[src/rtl/fetch_pkg.sv]
// Shared types and constants for the instruction fetch front end.
package fetch_pkg;

  localparam int XLEN = 32;
  localparam logic [XLEN-1:0] PC_STEP = 32'd4;

  typedef enum logic [1:0] {
    IDLE,
    REQ,
    WAIT
  } fetch_state_t;

  typedef struct packed {
    logic [XLEN-1:0] pc;
    logic [XLEN-1:0] instr;
  } fetch_entry_t;

endpackage

[src/rtl/fetch_queue.sv]
// Small FIFO of fetched {pc, instr} entries feeding decode.
// Flush has priority over push and pop; a pop on an empty queue is ignored.
module fetch_queue
  import fetch_pkg::*;
#(
  parameter int QDEPTH = 2
) (
  input  logic                      clk,
  input  logic                      rst_n,
  input  logic                      push,
  input  fetch_entry_t              push_data,
  input  logic                      pop,
  input  logic                      flush,
  output logic                      full,
  output logic                      empty,
  output logic [$clog2(QDEPTH):0]   count,
  output fetch_entry_t              head
);

  localparam int AW = $clog2(QDEPTH);
  localparam logic [AW:0] DEPTH_C = (AW+1)'(QDEPTH);

  fetch_entry_t mem [QDEPTH];
  logic [AW-1:0] rd_ptr, wr_ptr;
  logic [AW:0]   cnt;
  logic          do_pop;

  assign do_pop = pop && (cnt != '0);
  assign full   = (cnt == DEPTH_C);
  assign empty  = (cnt == '0);
  assign count  = cnt;
  assign head   = mem[rd_ptr];

  // Storage, pointers and occupancy.
  always_ff @(posedge clk or negedge rst_n) begin
    if (!rst_n) begin
      rd_ptr <= '0;
      wr_ptr <= '0;
      cnt    <= '0;
      for (int i = 0; i < QDEPTH; i++) mem[i] <= '0;
    end else if (flush) begin
      rd_ptr <= '0;
      wr_ptr <= '0;
      cnt    <= '0;
    end else begin
      if (push) begin
        mem[wr_ptr] <= push_data;
        wr_ptr      <= wr_ptr + AW'(1);
      end
      if (do_pop) rd_ptr <= rd_ptr + AW'(1);
      case ({push, do_pop})
        2'b10:   cnt <= cnt + (AW+1)'(1);
        2'b01:   cnt <= cnt - (AW+1)'(1);
        default: cnt <= cnt;
      endcase
    end
  end

  // Credit accounting upstream must never let a response land in a full queue.
  a_no_overflow : assert property (@(posedge clk) disable iff (!rst_n) !(push && full));

endmodule

[src/rtl/fetch_unit.sv]
// Instruction fetch front end: owns the fetch PC, issues one word read at a
// time over req/gnt/rvalid, queues responses toward decode and discards
// responses made stale by a redirect.
//
// state | meaning
// IDLE  | no request; waits for queue credit
// REQ   | imem_req high, address held until imem_gnt
// WAIT  | granted, waiting for imem_rvalid
module fetch_unit
  import fetch_pkg::*;
#(
  parameter logic [31:0] RESET_PC = 32'h0000_0000,
  parameter int          QDEPTH   = 2
) (
  input  logic        clk,
  input  logic        rst_n,
  input  logic        pc_src,
  input  logic [31:0] target_pc,
  output logic        imem_req,
  output logic [31:0] imem_addr,
  input  logic        imem_gnt,
  input  logic        imem_rvalid,
  input  logic [31:0] imem_rdata,
  output logic        instr_valid,
  input  logic        instr_ready,
  output logic [31:0] instr,
  output logic [31:0] instr_pc
);

  localparam int AW = $clog2(QDEPTH);
  localparam logic [AW:0] DEPTH_C = (AW+1)'(QDEPTH);

  fetch_state_t    state, state_next;
  logic [XLEN-1:0] fetch_pc, fetch_pc_next;
  logic [XLEN-1:0] addr_q;
  logic            stale, stale_next;
  logic [AW:0]     q_count, count_next;
  logic            q_full, q_empty;
  logic            push, pop, resp_done, credit;
  fetch_entry_t    push_data, head;
  logic            unused_bits;

  // addr_q doubles as the PC of the outstanding request, so it is what gets queued.
  assign push_data   = '{pc: addr_q, instr: imem_rdata};
  assign imem_req    = (state == REQ);
  assign imem_addr   = addr_q;
  assign instr_valid = !q_empty;
  assign instr       = head.instr;
  assign instr_pc    = head.pc;
  assign unused_bits = ^{target_pc[1:0], q_full};

  // Next state, PC, stale flag and credit; a redirect overrides everything else.
  always_comb begin
    state_next    = state;
    stale_next    = stale;
    fetch_pc_next = fetch_pc;
    resp_done     = (state == WAIT) && imem_rvalid;
    push          = resp_done && !stale && !pc_src;
    pop           = !q_empty && instr_ready && !pc_src;
    if (pc_src) count_next = '0;
    else        count_next = q_count + (AW+1)'(push) - (AW+1)'(pop);
    credit        = (count_next < DEPTH_C);

    case (state)
      IDLE: if (credit) state_next = REQ;
      REQ: begin
        if (imem_gnt) begin
          state_next = WAIT;
          // A stale grant belongs to the old stream; fetch_pc already holds the target.
          if (!stale) fetch_pc_next = fetch_pc + PC_STEP;
        end
      end
      WAIT: begin
        if (imem_rvalid) begin
          state_next = credit ? REQ : IDLE;
          stale_next = 1'b0;
        end
      end
      default: state_next = IDLE;
    endcase

    if (pc_src) begin
      fetch_pc_next = {target_pc[XLEN-1:2], 2'b00};
      // A response completing this same cycle is dropped here, so nothing is left to mark.
      if (state != IDLE && !resp_done) stale_next = 1'b1;
    end
  end

  // FSM state register.
  always_ff @(posedge clk or negedge rst_n) begin
    if (!rst_n) state <= IDLE;
    else        state <= state_next;
  end

  // PC, stale flag and request address; the address only moves when a new request starts.
  always_ff @(posedge clk or negedge rst_n) begin
    if (!rst_n) begin
      fetch_pc <= RESET_PC;
      stale    <= 1'b0;
      addr_q   <= RESET_PC;
    end else begin
      fetch_pc <= fetch_pc_next;
      stale    <= stale_next;
      if (state_next == REQ && state != REQ) addr_q <= fetch_pc_next;
    end
  end

  fetch_queue #(.QDEPTH(QDEPTH)) u_queue (
    .clk       (clk),
    .rst_n     (rst_n),
    .push      (push),
    .push_data (push_data),
    .pop       (pop),
    .flush     (pc_src),
    .full      (q_full),
    .empty     (q_empty),
    .count     (q_count),
    .head      (head)
  );

endmodule
[config.mk]
export PLATFORM = sky130hd
export DESIGN_NAME = fetch_unit
export DESIGN_NICKNAME = d
export VERILOG_FILES = /design/src/rtl/fetch_pkg.sv /design/src/rtl/fetch_queue.sv /design/src/rtl/fetch_unit.sv
export SDC_FILE = /design/constraint.sdc
export NUM_CORES = 1
export LEC_CHECK = 0
export ABC_CLOCK_PERIOD_IN_PS = 3000
export CAP_MARGIN = 5
export CORE_MARGIN = 4
export CORE_UTILIZATION = 35
export DETAILED_ROUTE_END_ITERATION = 16
export GPL_ROUTABILITY_DRIVEN = 0
export SLEW_MARGIN = 20
export SYNTH_ARGS = -nofsm -noshare
export SYNTH_HDL_FRONTEND = slang
export SYNTH_SLANG_ARGS = --single-unit
export TNS_END_PERCENT = 10
[constraint.sdc]
create_clock -name clk -period 3 [get_ports clk]
set_input_delay 0.6 -clock clk [delete_from_list [all_inputs] [get_ports clk]]
set_output_delay 0.6 -clock clk [all_outputs]
set_load 0.02 [all_outputs]
Yosys cells after proc, flatten, opt, wreduce, memory -nomap -nowiden
Cells that the tools add are included.
- eq/ne operators: 6
- multiplexer cells: 26
- reductions and logical operators: 21
- $add $sub $neg: 7
- order comparisons: 4
- bitwise logic cells: 3
- operators by type and width (cell ; number):
    2-to-1 mux 64 bit ; 4
    bitwise mux 128 bit ; 1
    2-to-1 mux 32 bit ; 4
    demux 64 bit (select 1 bit) ; 1
    adder 32 x 3 -> 32 bit, second input constant ; 1
    2-to-1 mux 2 bit ; 5
    logical AND 1 bit ; 9
    2-to-1 mux 1 bit ; 9
    nonzero test 2 bit ; 4
    equality test 2 x 1 -> 1 bit, second input constant ; 3
    case mux 2 bit (3 select lines) ; 1
    equality test 2 bit, second input constant ; 2
    greater-or-equal comparator 2 bit, second input constant ; 2
    zero test 1 bit ; 4
    zero test 2 bit ; 2
    inverter 1 -> 2 bit ; 2
    case mux 2 bit (2 select lines) ; 1
    nonzero test 3 bit ; 1
    adder 1 bit, second input constant ; 2
    adder 2 x 1 -> 2 bit ; 1
    adder 2 x 1 -> 2 bit, second input constant ; 1
    less-than comparator 2 x 1 -> 1 bit, second input constant ; 1
    less-than comparator 2 bit, second input constant ; 1
    != test 2 x 1 -> 1 bit, second input constant ; 1
    4 further kinds ; 4
- input bits: 70
- output and inout port bits: 98
- register bits after elaboration: 199
- word-level logic and storage cells: 78

Longest topological paths before layout
- depth after elaboration: 13
- depth in mapped cells: 12
- mapped depth without buffers: 9

By module
A second synthesis with hierarchy kept.
- cells, all modules: 697
- area, all modules: 9485.3 um^2
- modules (own cells, without submodules) (module ; sequential area each (um^2) ; times used ; area an instance (um^2) ; cells each):
    fetch_queue ; 3303.2 ; 1 ; 6059.6 ; 361
    fetch_unit ; 1676.6 ; 1 ; 3425.8 ; 336

Least setup slack after synthesis
Ideal clock, no wire load.
- kind: input to register
- start: input port pc_src
- end: register addr_q[31], in the netlist imem_addr[31]
- arrival: 2.952 ns
- buffers on the path: 5
- stages: 12
- path slack: -0.034 ns
- cells stage by stage: buf_1 -> buf_1 -> clkbuf_1 -> nor2_1 -> ha_1 -> xor2_1 -> and3_1 -> o31a_1 -> clkbuf_1 -> clkbuf_1 -> nor2_1 -> a31oi_1
- word-level cells in the longest chain between the ends: 11
- RTL lines (what ; line ; text):
    start: declaration ; fetch_unit.sv:17 ; input logic pc_src,
    zero test 1 bit ; fetch_unit.sv:58, fetch_unit.sv:59 ;
    logical AND 1 bit ; fetch_unit.sv:58 ; push = resp_done && !stale && !pc_src;
    adder 2 x 1 -> 2 bit ; fetch_unit.sv:61 ; else count_next = q_count + (AW+1)'(push) - (AW+1)'(pop);
    subtractor 2 x 1 -> 2 bit ; fetch_unit.sv:61 ;
    2-to-1 mux 2 bit ; fetch_unit.sv:60 ; if (pc_src) count_next = '0;
    less-than comparator 2 bit ; fetch_unit.sv:62 ; credit = (count_next < DEPTH_C);
    2-to-1 mux 1 bit ; fetch_unit.sv:75 ; state_next = credit ? REQ : IDLE;
    2-to-1 mux 2 bit ; fetch_unit.sv:74 ; if (imem_rvalid) begin
    case mux 2 bit (3 select lines) ; fetch_unit.sv:64 ; case (state)
    equality test 2 x 1 -> 1 bit ; fetch_unit.sv:104 ; if (state_next == REQ && state != REQ) addr_q <= fetch_pc_next;
    logical AND 1 bit ; fetch_unit.sv:104 ;
    end signal: assignment ; fetch_unit.sv:104 ;
    end: declaration ; fetch_unit.sv:35 ; logic [XLEN-1:0] addr_q;
Parallel ways exist; a longest one is shown, timed or not.
A chain may end at the register's enable or synchronous reset.

Worst setup path in the final report
- start: register u_queue.rd_ptr
- end: output port instr[28]
- word-level cells in the longest chain between the ends: 4
- RTL lines (what ; line ; text):
    start: declaration ; fetch_queue.sv:24 ; logic [AW-1:0] rd_ptr, wr_ptr;
    start signal: assignment ; fetch_queue.sv:50 ; if (do_pop) rd_ptr <= rd_ptr + AW'(1);
    inverter 1 -> 2 bit (not written as such) ; fetch_queue.sv:32 ; assign head = mem[rd_ptr];
    2-to-1 mux 64 bit (not written as such) (3 in a row) ; fetch_queue.sv:32 ;
    end: declaration ; fetch_unit.sv:26 ; output logic [31:0] instr,
Every way passes these cells. The select of a mux whose other input is x is not followed.

==> impl_metrics.py <==
metrics = {
    "sta": {
        "worstMarginPinSlew_ns": 0.720,
        "post-route-period-util": 0.941,
        "rsz0062_at_grt": "false",
        "setup_viol": 0,
        "fin_crit_ns": 2.82,
        "hold_viol_final": 0,
        "max_freq_ghz": 0.354,
        "slew_headroom": 0.520,
        "maxSlewViolCount": 0,
        "clock_skew_ns": 0.00971,
        "fin_tns_setup_ns": 0,
    },
    "routing": {
        "vias": 6003,
        "ant_nets": 0,
        "wl_um": 20600,
        "drt_iter0_drc": 304,
        "routedWlPerCell_um": 17.0,
        "dr.pass1.iters": 4,
        "drc_errors": 0,
        "viasPerCell": 4.96,
    },
    "synth": {
        "yosys_warnings": 0,
        "ys.flop_type": "dfrtp_1",
        "syn_nets": 771,
        "yosys.area.top_type_share": 0.556,
        "synth-seq-cells": 199,
        "synthArstFlopShare": 1.00,
        "synth_edf_count": 0,
        "synth_area_leader_cell": "dfrtp_1",
        "syn_area_um2": 8950,
        "synth_cell_type_count": 45,
        "synth_area_leaders": "dfrtp_1, mux2_2, nand2_1",
        "ys_top_cells_by_count": "mux2_2, dfrtp_1, nand2_1",
        "synth_area_per_cell_um2": 12.8,
        "yosysSeqAreaShare": 0.556,
        "yosysMostFrequentCell": "mux2_2",
        "postSynthCellCount": 699,
    },
    "grt": {
        "grt_max_degree": 80,
        "first_global_vias": 6039,
        "grt_pass1_wl_um": 33500,
        "grt_antenna_before_repair": 1,
        "gr-total-overflow": 0,
        "grt_usage": 0.147,
    },
    "place": {
        "dp.cells": 1181,
        "io_buffers": 165,
        "dp_hpwl_um": 14300,
    },
    "pwr": {
        "ir_worst_vdd_mv": 0.440,
        "power.density_nw_per_um2": 796,
        "p_leak_nw": 5.22,
        "finalPower_mw": 9.36,
    },
    "critical_path": {
        "cp_slowest_stage_delay_ns": 0.62,
        "cp_num_buf_inv": 2,
        "end_kind": "output port",
        "worstPathRequired_ns": 2.40,
        "path_cells": "buf_4 -> mux2_2 -> clkdlybuf4s50_1",
        "crit_path_start": "u_queue.rd_ptr",
        "slowest_stage": "dfrtp_4",
        "r2r_end": "imem_addr[14]",
        "cp.depth": 3,
        "critPathLaunchType": "register",
        "r2r_setup_slack_ns": 0.53,
        "rr_startpoint": "u_queue.count[1]",
        "worst-path-max-fanout": 15,
        "worstSetupPathType": "register to output port",
        "cp-endpoint": "instr[28]",
        "path_delay_family": "buffers and inverters",
        "worstPathArrival_ns": 2.22,
        "rr_worst_depth": 9,
    },
    "cells_and_area": {
        "area_growth_pct": 31.4,
        "drive_gt1_frac": 0.316,
        "fin_nets": 942,
        "stdcell_count": 1211,
        "post-route-util": 0.467,
        "antenna_cells": 0,
    },
    "hold_path": {
        "hold_path.class": "primary input to async pin",
    },
    "cts": {
        "cts_sinks": 199,
        "hold_buffers": 0,
        "post_cts_buffers": 0,
        "clk_pin_slew_ns": 0.07,
        "cts_root_buf": "clkbuf_16",
        "cts_tree": "yes",
        "cts_resized": 0,
        "cts_buffers": 17,
        "cts_max_path_buffers": 2,
        "cts_max_level": 4,
        "clk_latency_ns": 0.42,
    },
    "die": {
        "die_h_um": 168,
        "die_w_um": 168,
        "row_count": 58,
        "dieArea_um2": 28200,
        "io_pins": 168,
        "coreArea_um2": 25200,
        "start_util": 0.355,
    },
    "outcome": {
        "status": "completed",
    },
    "flow_run": {
        "max-cap-violations": 0,
    },
}
registers in the layout, summed over array words and instances (netlist names):
name and count:
u_queue.rd_ptr 1, state 2, u_queue.wr_ptr 1, imem_addr 32, u_queue.count 2, u_queue.mem 128, fetch_pc 32, stale 1
cell families after synthesis:
family          Yosys count  synth area share
fa+ha+maj                 2           0.00280
mux                     211             0.265
xor+xnor                 17            0.0166
simple gates            153            0.0868
compound gates           65            0.0470
buf+inv                  52            0.0253
flops                   199             0.556
cell usage in the layout (no fill, tap or decap), types with 7 or more instances in the layout:
cell type        netlist  routed
or3_1                  7       7
inv_1                 12      12
nor4_1                 7       7
buf_12                 0       8
o31ai_1                9       8
nor2_1                31      31
a31oi_1               10      10
buf_4                  0      19
nand3_1                8       8
clkbuf_16              0      17
o21ai_0               18      18
nand2_1               51      50
a21oi_1                8       8
nand4_1               15      15
nor3_1                10      10
xnor2_1               10      10
clkdlybuf4s50_1        0     163
dfrtp_1              199     198
mux2_2               209     209
xor2_1                 7       7
how the worst min path moves through the flow:
| stage | startpoint | end | slack [ns] | depth (start not counted) |
|---|---|---|---|---|
| 6_report | rst_n | u_queue.mem[46] | 0.20 | 1 |
| 5_1_grt | rst_n | u_queue.mem[51] | 0.25 | 1 |
| 4_1_cts | rst_n | u_queue.mem[46] | 0.25 | 1 |
| 3_5_place_dp | u_queue.mem[44] | u_queue.mem[44] | 0.49 | 1 |
| 3_3_place_gp | u_queue.mem[48] | u_queue.mem[48] | 0.48 | 1 |
| 2_1_floorplan | rst_n | fetch_pc[0] | 0.30 | 0 |
area by class of cell:
class                      instances  area (µm²)
inverter                          12        45.0
clock buffer                      18         429
timing repair buffer             192        1950
clock inverter                    12         168
multi-input combinational        448        3770
fill                            2307       13400
sequential                       199        4980
tap                              330         413
through the flow:
step,instance area [µm²],hold slack [ns],worst slack (ns)
after floorplan,8950,0.304,0.0519
after detailed placement,11200,0.487,0.0278
after global routing,11800,0.255,0.0703
after CTS,11800,0.250,0.137
after global placement,11200,0.482,0.0331
final,11800,0.196,0.177
routing by layer:
| layer | vias up | GRT usage | share of wire |
|---|---|---|---|
| met5 | - | 0 | 0.00039 |
| met1 | 3017 | 0.208 | 0.48 |
| met3 | 14 | 0.0298 | 0.039 |
| li1 | 2858 | - | - |
| met2 | 112 | 0.234 | 0.47 |
| met4 | 2 | 0.0360 | 0.0098 |
power breakdown:
| group | switching [mW] | leakage, nW | internal [mW] | total (mW) |
|---|---|---|---|---|
| clock | 1.05 | 0.287 | 1.33 | 2.38 |
| sequential | 0.461 | 2.58 | 3.27 | 3.73 |
| combinational | 1.49 | 2.35 | 1.76 | 3.25 |
Note: power is estimated with default switching activity, not from simulation.
